===== src/rtl/rf_ctrl_pkg.sv =====
// rf_ctrl_pkg
//   Shared types and constants for the register-file access controller.
//   - state_e    : controller FSM state (IDLE serves requests, FLUSH zeroes the file)
//   - REQ_LOADER : requester index of the matrix loader
//   - REQ_ROT    : requester index of the rotation unit
package rf_ctrl_pkg;

  typedef enum logic {
    IDLE  = 1'b0,
    FLUSH = 1'b1
  } state_e;

  localparam logic REQ_LOADER = 1'b0;
  localparam logic REQ_ROT    = 1'b1;

endpackage


===== src/rtl/rr_arb2.sv =====
// rr_arb2
//   Two-input round-robin arbiter, purely combinational.
//   Ports:
//     req_i [1:0] : request vector
//     ptr_i       : priority pointer, 0 = requester 0 wins a tie, 1 = requester 1 wins
//     en_i        : arbitration enable; no grant is issued when low
//     gnt_o [1:0] : one-hot grant (all zero when disabled or idle)
module rr_arb2
  import rf_ctrl_pkg::*;
(
  input  logic [1:0] req_i,
  input  logic       ptr_i,
  input  logic       en_i,
  output logic [1:0] gnt_o
);

  always_comb begin
    gnt_o = 2'b00;
    if (en_i) begin
      if (req_i == 2'b11) begin
        gnt_o = (ptr_i == REQ_ROT) ? 2'b10 : 2'b01;
      end else begin
        // With zero or one request the request vector is already one-hot.
        gnt_o = req_i;
      end
    end
  end

endmodule


===== src/rtl/rf_access_ctrl.sv =====
// rf_access_ctrl
//   Arbitrates two requesters (matrix loader, rotation unit) onto a register
//   file with a single write port and an asynchronous read port, and provides
//   a flush sequence that writes zero to every entry.
//   Ports:
//     clk, reset             : clock, synchronous active-high reset
//     req/req_we [1:0]       : per-requester request and write(1)/read(0)
//     req_addr0/1, req_wdata0/1 : per-requester address and write data
//     gnt [1:0]              : one-hot combinational grant
//     rsp_valid [1:0], rsp_data : registered read response, one cycle after grant
//     flush, busy, flush_done : flush request, flush in progress, completion pulse
//     rf_w_en/addr/data      : register-file write port
//     rf_r_addr, rf_r_data   : register-file read port
module rf_access_ctrl
  import rf_ctrl_pkg::*;
#(
  parameter int DATA_WIDTH = 8,
  parameter int ADDR_WIDTH = 2
) (
  input  logic                  clk,
  input  logic                  reset,
  input  logic [1:0]            req,
  input  logic [1:0]            req_we,
  input  logic [ADDR_WIDTH-1:0] req_addr0,
  input  logic [ADDR_WIDTH-1:0] req_addr1,
  input  logic [DATA_WIDTH-1:0] req_wdata0,
  input  logic [DATA_WIDTH-1:0] req_wdata1,
  output logic [1:0]            gnt,
  output logic [1:0]            rsp_valid,
  output logic [DATA_WIDTH-1:0] rsp_data,
  input  logic                  flush,
  output logic                  busy,
  output logic                  flush_done,
  output logic                  rf_w_en,
  output logic [ADDR_WIDTH-1:0] rf_w_addr,
  output logic [DATA_WIDTH-1:0] rf_w_data,
  output logic [ADDR_WIDTH-1:0] rf_r_addr,
  input  logic [DATA_WIDTH-1:0] rf_r_data
);

  localparam logic [ADDR_WIDTH-1:0] LAST_ADDR = {ADDR_WIDTH{1'b1}};

  state_e                state_q, state_d;
  logic                  ptr_q, ptr_d;
  logic [ADDR_WIDTH-1:0] cnt_q, cnt_d;
  logic [1:0]            rsp_valid_q, rsp_valid_d;
  logic [DATA_WIDTH-1:0] rsp_data_q, rsp_data_d;
  logic                  busy_q, busy_d;
  logic                  flush_done_q, flush_done_d;

  logic                  in_flush;
  logic                  arb_en;
  logic                  any_gnt;
  logic                  sel;
  logic                  sel_we;
  logic [ADDR_WIDTH-1:0] sel_addr;
  logic [DATA_WIDTH-1:0] sel_wdata;
  logic                  gnt_wr;
  logic                  gnt_rd;

  assign in_flush = (state_q == FLUSH);
  // The flush-accept cycle and reset both suppress grants.
  assign arb_en   = (state_q == IDLE) && !flush && !reset;

  rr_arb2 u_arb (
    .req_i (req),
    .ptr_i (ptr_q),
    .en_i  (arb_en),
    .gnt_o (gnt)
  );

  assign any_gnt   = |gnt;
  assign sel       = gnt[REQ_ROT];
  assign sel_we    = req_we[sel];
  assign sel_addr  = sel ? req_addr1  : req_addr0;
  assign sel_wdata = sel ? req_wdata1 : req_wdata0;
  assign gnt_wr    = any_gnt && sel_we;
  assign gnt_rd    = any_gnt && !sel_we;

  assign rf_w_en   = !reset && (in_flush || gnt_wr);
  assign rf_w_addr = in_flush ? cnt_q : (gnt_wr ? sel_addr : '0);
  assign rf_w_data = in_flush ? '0    : (gnt_wr ? sel_wdata : '0);
  assign rf_r_addr = gnt_rd ? sel_addr : '0;

  always_comb begin
    state_d      = state_q;
    cnt_d        = cnt_q;
    ptr_d        = ptr_q;
    flush_done_d = 1'b0;
    rsp_valid_d  = gnt & ~req_we;
    rsp_data_d   = gnt_rd ? rf_r_data : rsp_data_q;
    // The requester just served loses priority to the other one.
    if (any_gnt) begin
      ptr_d = ~sel;
    end
    case (state_q)
      IDLE: begin
        if (flush) begin
          state_d = FLUSH;
          cnt_d   = '0;
        end
      end
      FLUSH: begin
        cnt_d = cnt_q + 1'b1;
        if (cnt_q == LAST_ADDR) begin
          state_d      = IDLE;
          flush_done_d = 1'b1;
        end
      end
      default: state_d = IDLE;
    endcase
    busy_d = (state_d == FLUSH);
  end

  always_ff @(posedge clk) begin
    if (reset) begin
      state_q      <= IDLE;
      ptr_q        <= REQ_LOADER;
      cnt_q        <= '0;
      rsp_valid_q  <= 2'b00;
      rsp_data_q   <= '0;
      busy_q       <= 1'b0;
      flush_done_q <= 1'b0;
    end else begin
      state_q      <= state_d;
      ptr_q        <= ptr_d;
      cnt_q        <= cnt_d;
      rsp_valid_q  <= rsp_valid_d;
      rsp_data_q   <= rsp_data_d;
      busy_q       <= busy_d;
      flush_done_q <= flush_done_d;
    end
  end

  assign rsp_valid  = rsp_valid_q;
  assign rsp_data   = rsp_data_q;
  assign busy       = busy_q;
  assign flush_done = flush_done_q;

endmodule


===== config.mk =====
export PLATFORM = sky130hd
export DESIGN_NAME = rf_access_ctrl
export DESIGN_NICKNAME = d
export VERILOG_FILES = /design/src/rtl/rf_ctrl_pkg.sv /design/src/rtl/rr_arb2.sv /design/src/rtl/rf_access_ctrl.sv
export SDC_FILE = /design/constraint.sdc
export NUM_CORES = 1
export LEC_CHECK = 0
export ABC_AREA = 1
export BUFFER_PORTS_ARGS = -buffer_cell sky130_fd_sc_hd__buf_2
export CAP_MARGIN = 20
export CORE_MARGIN = 3
export CORE_UTILIZATION = 40
export DETAILED_ROUTE_END_ITERATION = 8
export GPL_TIMING_DRIVEN = 0
export PLACE_DENSITY = 0.8
export SETUP_SLACK_MARGIN = 0.4
export SYNTH_ARGS = -nofsm -noshare
export SYNTH_HDL_FRONTEND = slang
export SYNTH_SLANG_ARGS = --single-unit

===== constraint.sdc =====
create_clock -name clk -period 2 [get_ports clk]
set_clock_uncertainty 0.15 [all_clocks]
set_input_delay 0.3 -clock clk [delete_from_list [all_inputs] [get_ports clk]]
set_output_delay 0.3 -clock clk [all_outputs]
set_load 0.05 [all_outputs]

== After elaboration in Yosys (flattened, before gate mapping) ==
Cells that the tools add are included.

* Add/sub/neg operators: 1
* Bitwise gates (word level): 4
* Mux-type cells: 18
* $lt $le $gt $ge: 1
* Equality and inequality tests: 3
* Reductions and logical operators: 11

{| class="wikitable"
|+ Operators with widths
! cell !! number
|-
| $mux 8 || 3
|-
| $mux 2 || 8
|-
| $logic_and 1x1->1 || 5
|-
| $mux 1 || 5
|-
| $eq 2x2->1 const B || 2
|-
| $pmux 2 s2 || 1
|-
| $reduce_or 2->1 || 2
|-
| $logic_not 1->1 || 3
|-
| $add 2x1->2 const B || 1
|-
| $and 2x2->2 || 1
|-
| $lt 1x2->1 const B || 1
|-
| $ne 2x2->1 const B || 1
|-
| $not 1->1 || 2
|-
| $not 2->2 || 1
|-
| $pmux 1 s2 || 1
|-
| $logic_or 1x1->1 || 1
|}

* Word-level logic and storage cells: 44
* Flip-flop bits (word level): 15
* Output and inout port bits: 27
* Input port bits: 35

== Longest topological paths before layout ==
Gate-level depths: netlist (run 1).

* Word-level depth: 9
* Depth in mapped cells: 10
* Gate-level depth less buffers: 9

== Modules after synthesis ==
Synthesis (run 1) repeated with hierarchy kept, for this count alone.

* Cells, all modules: 141
* Area, all modules: 904.6 sq um

{| class="wikitable"
|+ By module, submodules not included
! module !! sequential area each (sq um) !! area each (sq um) !! cells an instance !! times used
|-
| rf_access_ctrl || 300.3 || 883.3 || 136 || 1
|-
| rr_arb2 || 0.0 || 21.3 || 5 || 1
|}

== Worst setup path after synthesis (run 1) ==
Ideal clock, no wire load.

* Path kind: reg-to-output
* From: register busy (netlist name)
* To: output port rf_w_addr[1]
* Arrival: 2.417 ns
* Path slack: -0.867 ns
* Stages on the path, launching flop included: 8
* Required time: 1.550 ns
* Buffers on the path: 1
* Cells stage by stage: dfxtp_1 inv_2 nand2_2 nor2_4 nand2_4 buf_2 o21ai_0 o21ai_0

{| class="wikitable"
|+ RTL lines
! item !! line !! text
|-
| end: declaration || rf_access_ctrl.sv:35 || <nowiki>output logic [ADDR_WIDTH-1:0] rf_w_addr,</nowiki>
|}

== Worst setup path in the final report (run 1) ==
* From: register ptr_q
* To: output port rf_w_addr[0]

* Longest elaborated chain between the ends: 8
* Elaborated cells on any way between the ends: 10
* Classes of those cells: mux: 8; reduce/logical: 2

{| class="wikitable"
|+ Ends and longest elaborated chain
! item !! line !! text
|-
| start: declaration || rf_access_ctrl.sv:44 || <nowiki>logic ptr_q, ptr_d;</nowiki>
|-
| start signal: assignment || rf_access_ctrl.sv:126 || <nowiki>ptr_q <= ptr_d;</nowiki>
|-
| $mux 2 (*) || rr_arb2.sv:21 || <nowiki>gnt_o = (ptr_i == REQ_ROT) ? 2'b10 : 2'b01;</nowiki>
|-
| $mux 2 (*) || rr_arb2.sv:20 || <nowiki>if (req_i == 2'b11) begin</nowiki>
|-
| $mux 2 (*) || rr_arb2.sv:19 || <nowiki>if (en_i) begin</nowiki>
|-
| $mux 1 (implied by the code) (2 in series) || rf_access_ctrl.sv:74 || <nowiki>assign sel_we = req_we[sel];</nowiki>
|-
| $logic_and 1x1->1 || rf_access_ctrl.sv:77 || <nowiki>assign gnt_wr = any_gnt && sel_we;</nowiki>
|-
| $mux 2 (*) (2 in series) || rf_access_ctrl.sv:81 || <nowiki>assign rf_w_addr = in_flush ? cnt_q : (gnt_wr ? sel_addr : '0);</nowiki>
|}

Every way passes the cells marked *; elsewhere a longest branch is shown, timed or not. The select of a mux whose other input is x is not followed.

==> run_results.csv, run 1 <==
group,metric,value,unit
routing,viasPerCell,5.77,
yosys,synth_nets,167,
timing,post-route-min-period,2.30,ns
grt,grt_antenna_before_repair,0,
clock_tree,cts_buffers,3,
layout,instances_no_fill,245,
critical_path,regToRegStartpoint,"ptr_q",
timing,worst_pin_slew,0.268,ns
routing,drc,0,
grt,grt-ovfl-total,0,
layout,fin_util,0.940,
layout,drive_gt1_frac,0.615,
place,place.detailed.hpwl,2180,um
worst_hold_path,holdCritPathClass,"in2reg",
grt,grt_pass1_wl,5980,um
clock_tree,cts_max_level,1,
layout,regArea,304,um^2
clock_tree,root_buffer,"clkbuf_4",
critical_path,crit_path_end_kind,"output port",
critical_path,cpMostUsedCell,"nand2_4",
timing,finalSetupTns,-3.54,ns
yosys,ys_ff_latch,15,
die,die_w,53.1,um
critical_path,cp_slowest_cell,"dfxtp_1",
worst_hold_path,holdCritStartpoint,"req_we[0]",
routing,antenna_left,0,
die,rows,16,
routing,post_drt_wl_per_cell,22.3,um
critical_path,max_stage_delay,0.38,ns
clock_tree,cts_buffer_depth,2,
critical_path,critPathLaunchType,"flop",
clock_tree,cts_tree,"yes",
yosys,syn_avg_cell_area,6.77,um^2
timing,min_period_over_period,1.15,
die,dieArea,2820,um^2
grt,use_met2,0.543,
timing,relSlewSlack,0.822,
outcome,violations,"setup timing",
routing,wirelength,5480,um
timing,holdWs,0.0284,ns
grt,grt_util_met3,0.0451,
critical_path,worstPathCellList,"inv_1 > a21oi_4 > nand2_4 > nand2_4 > nand3_4 > buf_16 > o21ai_4 > buf_6",
layout,final_cell_mix,"buf_2 (47), nand2_1 (30), inv_1 (19), buf_4 (17), buf_6 (16)",
yosys,synth_warnings,0,
critical_path,crit_required,1.55,ns
grt,grt_max_degree,11,
critical_path,startpoint,"ptr_q",
power_and_ir_drop,ir_drop,0.547,mV
place,pre_cts_slack,-0.208,ns
critical_path,reg2reg_setup_slack,0.03,ns
die,die_h,53.1,um
grt,grt_usage,0.301,
layout,nets,255,
routing,first_pass_iters,5,
critical_path,cp-endpoint,"rf_w_addr[0]",
critical_path,worst_ep_arrival_time,1.85,ns
timing,maxSlewViolCount,0,
layout,nFillCells,61,
outcome,status,"finished, violations left",
critical_path,r2r-end,"rsp_data[7]",
timing,setup_ws,-0.298,ns
power_and_ir_drop,leakage,0.940,nW
timing,setup_viol,14,
yosys,ys_seq_area_frac,0.339,
layout,areaGrowthSynthToFinish,114,%
critical_path,worst_r2r_path_depth,11,
layout,final_common_cell,"buf_2",
die,core,2020,um^2
critical_path,path_class,"reg2out",
run,maxCapViolations,0,
layout,design_area,1900,um^2
power_and_ir_drop,p_total,0.987,mW
clock_tree,postCtsHoldBufs,0,
yosys,syn-cell-area,887,um^2
yosys,synth_cells,131,
routing,drt-initial-drc-count,104,
grt,grt_busiest_layer,"met2",
grt,grt_pass1_vias,1287,
place,place.port_buffers,61,
layout,multi_input_area,746,um^2
place,placed_cells,219,
routing,vias,1413,
clock_tree,cts_sinks,15,
yosys,yosysUniqueCellTypes,22,
die,io_pins,62,
timing,rsz0062_at_grt,"true",
power_and_ir_drop,powerDensity,519,nW/um^2
layout,antenna_cells,0,
critical_path,crit_fanout,5,
place,place_congestion,0.729,
clock_tree,clk_latency,0.29,ns
grt,grt.met1_usage,0.317,
place,dpl-instance-area,1390,um^2
timing,fmax,435,MHz
clock_tree,path_clk_slew,0.12,ns
timing,hold_viol,0,
die,start_util,0.439,
[timing repair]
action,CTS,global route
gates resized for setup,56,16
pin swaps,10,6
endpoints found under the setup margin,18,23
buffers inserted,13,7
cloned,1,1
[worst min path at each step]
stage / end / slack [ns] / cells past startpoint
3_5_place_dp: rsp_data[0] / 0.32 / 2
3_3_place_gp: rsp_data[1] / 0.31 / 2
5_1_grt: rsp_valid[0] / 0.01 / 2
6_report: rsp_valid[0] / 0.03 / 2
4_1_cts: rsp_valid[0] / 0.02 / 2
2_1_floorplan: flush_done / 0.22 / 1
[layer usage]
layer  vias up  wire [um]  part of all wire
met5         -          0                 0
met4         0        412             0.075
met3        47        484             0.088
met2       139       2710              0.49
met1       636       1870              0.34
li1        591          -                 -
[registers in the layout, summed over array words and instances (netlist names)]
signal,flops
rsp_data,8
cnt_q,2
rsp_valid,2
busy,1
flush_done,1
ptr_q,1
[power breakdown]
| group | leakage (nW) | internal (mW) | switching, mW |
|---|---|---|---|
| clock network | 0.0177 | 0.0748 | 0.117 |
| logic | 0.799 | 0.173 | 0.274 |
| registers | 0.123 | 0.323 | 0.0246 |
| total | 0.940 | 0.571 | 0.416 |
[worst max-delay path: cells and delay by family (launching register included)]
family          cells  cell delay (ns)
flops               1             0.38
compound gates      2             0.36
simple gates        3             0.34
buf+inv             3             0.48
[kinds of logic after synthesis]
logic type,after synthesis,synth area share
buf+inv,26,0.130
flops,15,0.339
simple gates,61,0.326
fa+ha+maj,1,0.0141
compound gates,28,0.192
[Yosys cell counts]
library cell	count	area share
inv_1	19	0.080
nand2_2	3	0.021
nor2_4	1	0.013
a32o_1	1	0.011
nand2_1	31	0.13
o21ai_0	3	0.017
buf_4	2	0.017
buf_6	1	0.013
nand3_2	2	0.023
nand3_1	8	0.045
a211oi_1	1	0.0085
clkinv_1	1	0.0042
a21oi_1	18	0.10
buf_2	2	0.011
nand2_4	3	0.038
inv_2	1	0.0042
ha_1	1	0.014
dfxtp_1	15	0.34
o21ai_1	1	0.0056
a21oi_2	3	0.030
nor2_1	13	0.055
o21ai_4	1	0.018
[final cells by class]
type,instances,area share
inverter,21,0.0494
clock inverter,1,0.00263
timing repair buffer,83,0.335
clock buffer,3,0.0118
buffer,5,0.0309
multi-input combinational,90,0.392
tap,27,0.0178
sequential,15,0.160
No activity file was read; power rests on OpenSTA's default activity.
==> run 2, diff against run 1 <==
--- a/config.mk
+++ b/config.mk
@@ -16,4 +16,5 @@
 export SETUP_SLACK_MARGIN = 0.4
 export SYNTH_ARGS = -nofsm -noshare
 export SYNTH_HDL_FRONTEND = slang
+export SYNTH_HIERARCHICAL = 1
 export SYNTH_SLANG_ARGS = --single-unit
==> run_results.csv, run 2 <==
group,metric,value,unit
outcome,status,"finished, violations left",
outcome,violations,"setup timing",
critical_path,crit_fanout,4,
yosys,synthFlopType,"dfxtp_1",
yosys,async_reset_ff_frac,0,
timing,min_period_over_period,1.21,
die,dieArea,2870,um^2
power_and_ir_drop,cell_internal_pwr,0.492,mW
clock_tree,path_clk_slew,0.10,ns
power_and_ir_drop,powerDensity,461,nW/um^2
place,place.port_buffers,60,
clock_tree,cts_tree,"yes",
yosys,synth_commonest_cells,"nand2_1 (34), inv_1 (31), nor2_1 (22), dfxtp_1 (15), nand3_1 (9)",
timing,setup_viol,13,
layout,areaGrowthSynthToFinish,90.6,%
die,core,2040,um^2
yosys,ys_ff_latch,15,
power_and_ir_drop,ir_drop,0.504,mV
layout,final_cell_mix,"buf_2 (45), inv_1 (29), nand2_1 (25), buf_6 (18), dfxtp_1 (14)",
critical_path,crit_path_end_kind,"output port",
routing,wirelength,3640,um
place,place.detailed.hpwl,2150,um
die,die_h,53.6,um
yosys,synth_warnings,6,
yosys,synth_enable_flop_cells,0,
grt,grt_usage,0.266,
clock_tree,root_buffer,"clkbuf_4",
grt,grt_antenna_before_repair,0,
routing,drt-initial-drc-count,35,
routing,vias,1204,
clock_tree,cts_sinks,15,
clock_tree,postCtsHoldBufs,0,
yosys,syn_avg_cell_area,6.42,um^2
routing,first_pass_iters,4,
timing,fmax,414,MHz
clock_tree,cts_buffer_depth,2,
place,place_congestion,0.715,
timing,relSlewSlack,0.793,
yosys,syn-cell-area,905,um^2
timing,post-route-min-period,2.42,ns
routing,viasPerCell,4.91,
power_and_ir_drop,p_total,0.794,mW
layout,antenna_cells,0,
yosys,ys_top_cells_by_area,"dfxtp_1 (33%), nand2_1 (14%), inv_1 (13%)",
routing,post_drt_wl_per_cell,14.9,um
clock_tree,cts_buffers,3,
power_and_ir_drop,p_clk_frac,0.233,
die,rows,16,
power_and_ir_drop,power_frac_seq,0.401,
timing,maxSlewViolCount,0,
yosys,yosysUniqueCellTypes,19,
layout,final_common_cell,"buf_2",
critical_path,path_class,"reg2out",
layout,largest_reg_flops,8,
timing,rsz0062_at_grt,"true",
critical_path,critPathLaunchType,"flop",
die,io_pins,62,
yosys,ys_seq_area_frac,0.332,
die,die_w,53.6,um
clock_tree,clk_latency,0.29,ns
power_and_ir_drop,p_comb_frac,0.366,
yosys,synth_most_common_cell,"nand2_1",
grt,grt-ovfl-total,0,
routing,drc,0,
grt,grt_pass1_vias,1212,
grt,grt_max_degree,11,
power_and_ir_drop,p_switching,0.302,mW
run,maxCapViolations,0,
critical_path,worst_ep_arrival_time,1.97,ns
power_and_ir_drop,leakage,0.876,nW
yosys,synth_cells,141,
timing,finalSetupTns,-4.73,ns
worst_hold_path,holdCritPathClass,"in2reg",
routing,antenna_left,0,
yosys,yosysTopAreaCell,"dfxtp_1",
critical_path,crit_required,1.55,ns
grt,grt_pass1_wl,5420,um
timing,hold_viol,0,
clock_tree,cts_max_level,1,
timing,setup_ws,-0.416,ns
yosys,synth_top_cell_area_share,0.332,
layout,drive_gt1_frac,0.528,
timing,worst_pin_slew,0.302,ns
die,start_util,0.443,
layout,nets,255,
power_and_ir_drop,p_sw_frac,0.380,
yosys,synth_nets,177,
-- run 2: final cells by class --
class / instances / area (um^2)
Sequential cell: 15 / 304
Timing Repair Buffer: 73 / 526
Inverter: 33 / 131
Buffer: 3 / 37.5
Multi-Input combinational cell: 90 / 664
Tap cell: 27 / 33.8
Clock inverter: 1 / 5.00
Clock buffer: 3 / 22.5
Fill cell: 111 / 318
-- run 2: critical path, cell delays in order, from the launching register on --
cell and delay [ns]:
dfxtp_4 0.37, nor2_4 0.08, nand2_2 0.06, inv_2 0.06, nand2_2 0.05, a21oi_4 0.21
buf_4 0.17, nand2_1 0.11, nand2_1 0.12, nand2_1 0.10, o21ai_4 0.17, buf_6 0.17
-- run 2: power groups by stage --
stage                     logic [mW]  clock network, mW  registers, mW
final                          0.290              0.185          0.319
after floorplan                0.135                  0          0.359
after global routing           0.311              0.191          0.320
after detailed placement       0.234                  0          0.327
after global placement         0.228                  0          0.326
after CTS                      0.271              0.183          0.318
-- run 2: stage by stage --
| stage | cell area [um^2] | cells | util | hold slack (ns) | setup slack [ns] |
|---|---|---|---|---|---|
| 2_1_floorplan | 1070 | 141 | - | 0.229 | -0.499 |
| 3_3_place_gp | 1410 | 228 | 0.690 | 0.331 | -0.397 |
| 3_5_place_dp | 1410 | 228 | 0.690 | 0.337 | -0.428 |
| 4_1_cts | 1660 | 241 | 0.814 | 0.0717 | -0.338 |
| 5_1_grt | 1720 | 245 | 0.844 | 0.0502 | -0.510 |
| 6_report | 1720 | 245 | 0.844 | 0.0547 | -0.416 |
-- run 2: timing repair --
item                       4_1_cts  5_1_grt
setup endpoints to repair       23       23
gates resized for setup         47       10
buffers inserted                 9        4
pin swaps                        3        6
-- run 2: routing by layer --
layer | vias up | share of wire | GRT usage
met5 | - | 0 | 0
met1 | 560 | 0.36 | 0.296
met4 | 0 | 0.042 | 0.136
li1 | 578 | - | -
met3 | 15 | 0.055 | 0.0332
met2 | 51 | 0.54 | 0.488
-- run 2: cell families after synthesis --
logic type / synth area share
compound gates: 0.0539
fa+ha+maj: 0.0138
buf+inv: 0.159
flops: 0.332
mux: 0.0885
simple gates: 0.353
-- run 2: worst paths after layout --
kind / startpoint / endpoint / slack, ns / depth (start not counted)
hold / removal: req_we[0] / rsp_valid[0] / 0.05 / 2
setup / recovery: busy / rf_w_addr[1] / -0.42 / 11
setup reg to reg: busy / rsp_data[6] / 0.04 / 14
hold reg to reg: rsp_data[7] / rsp_data[7] / 0.36 / 4
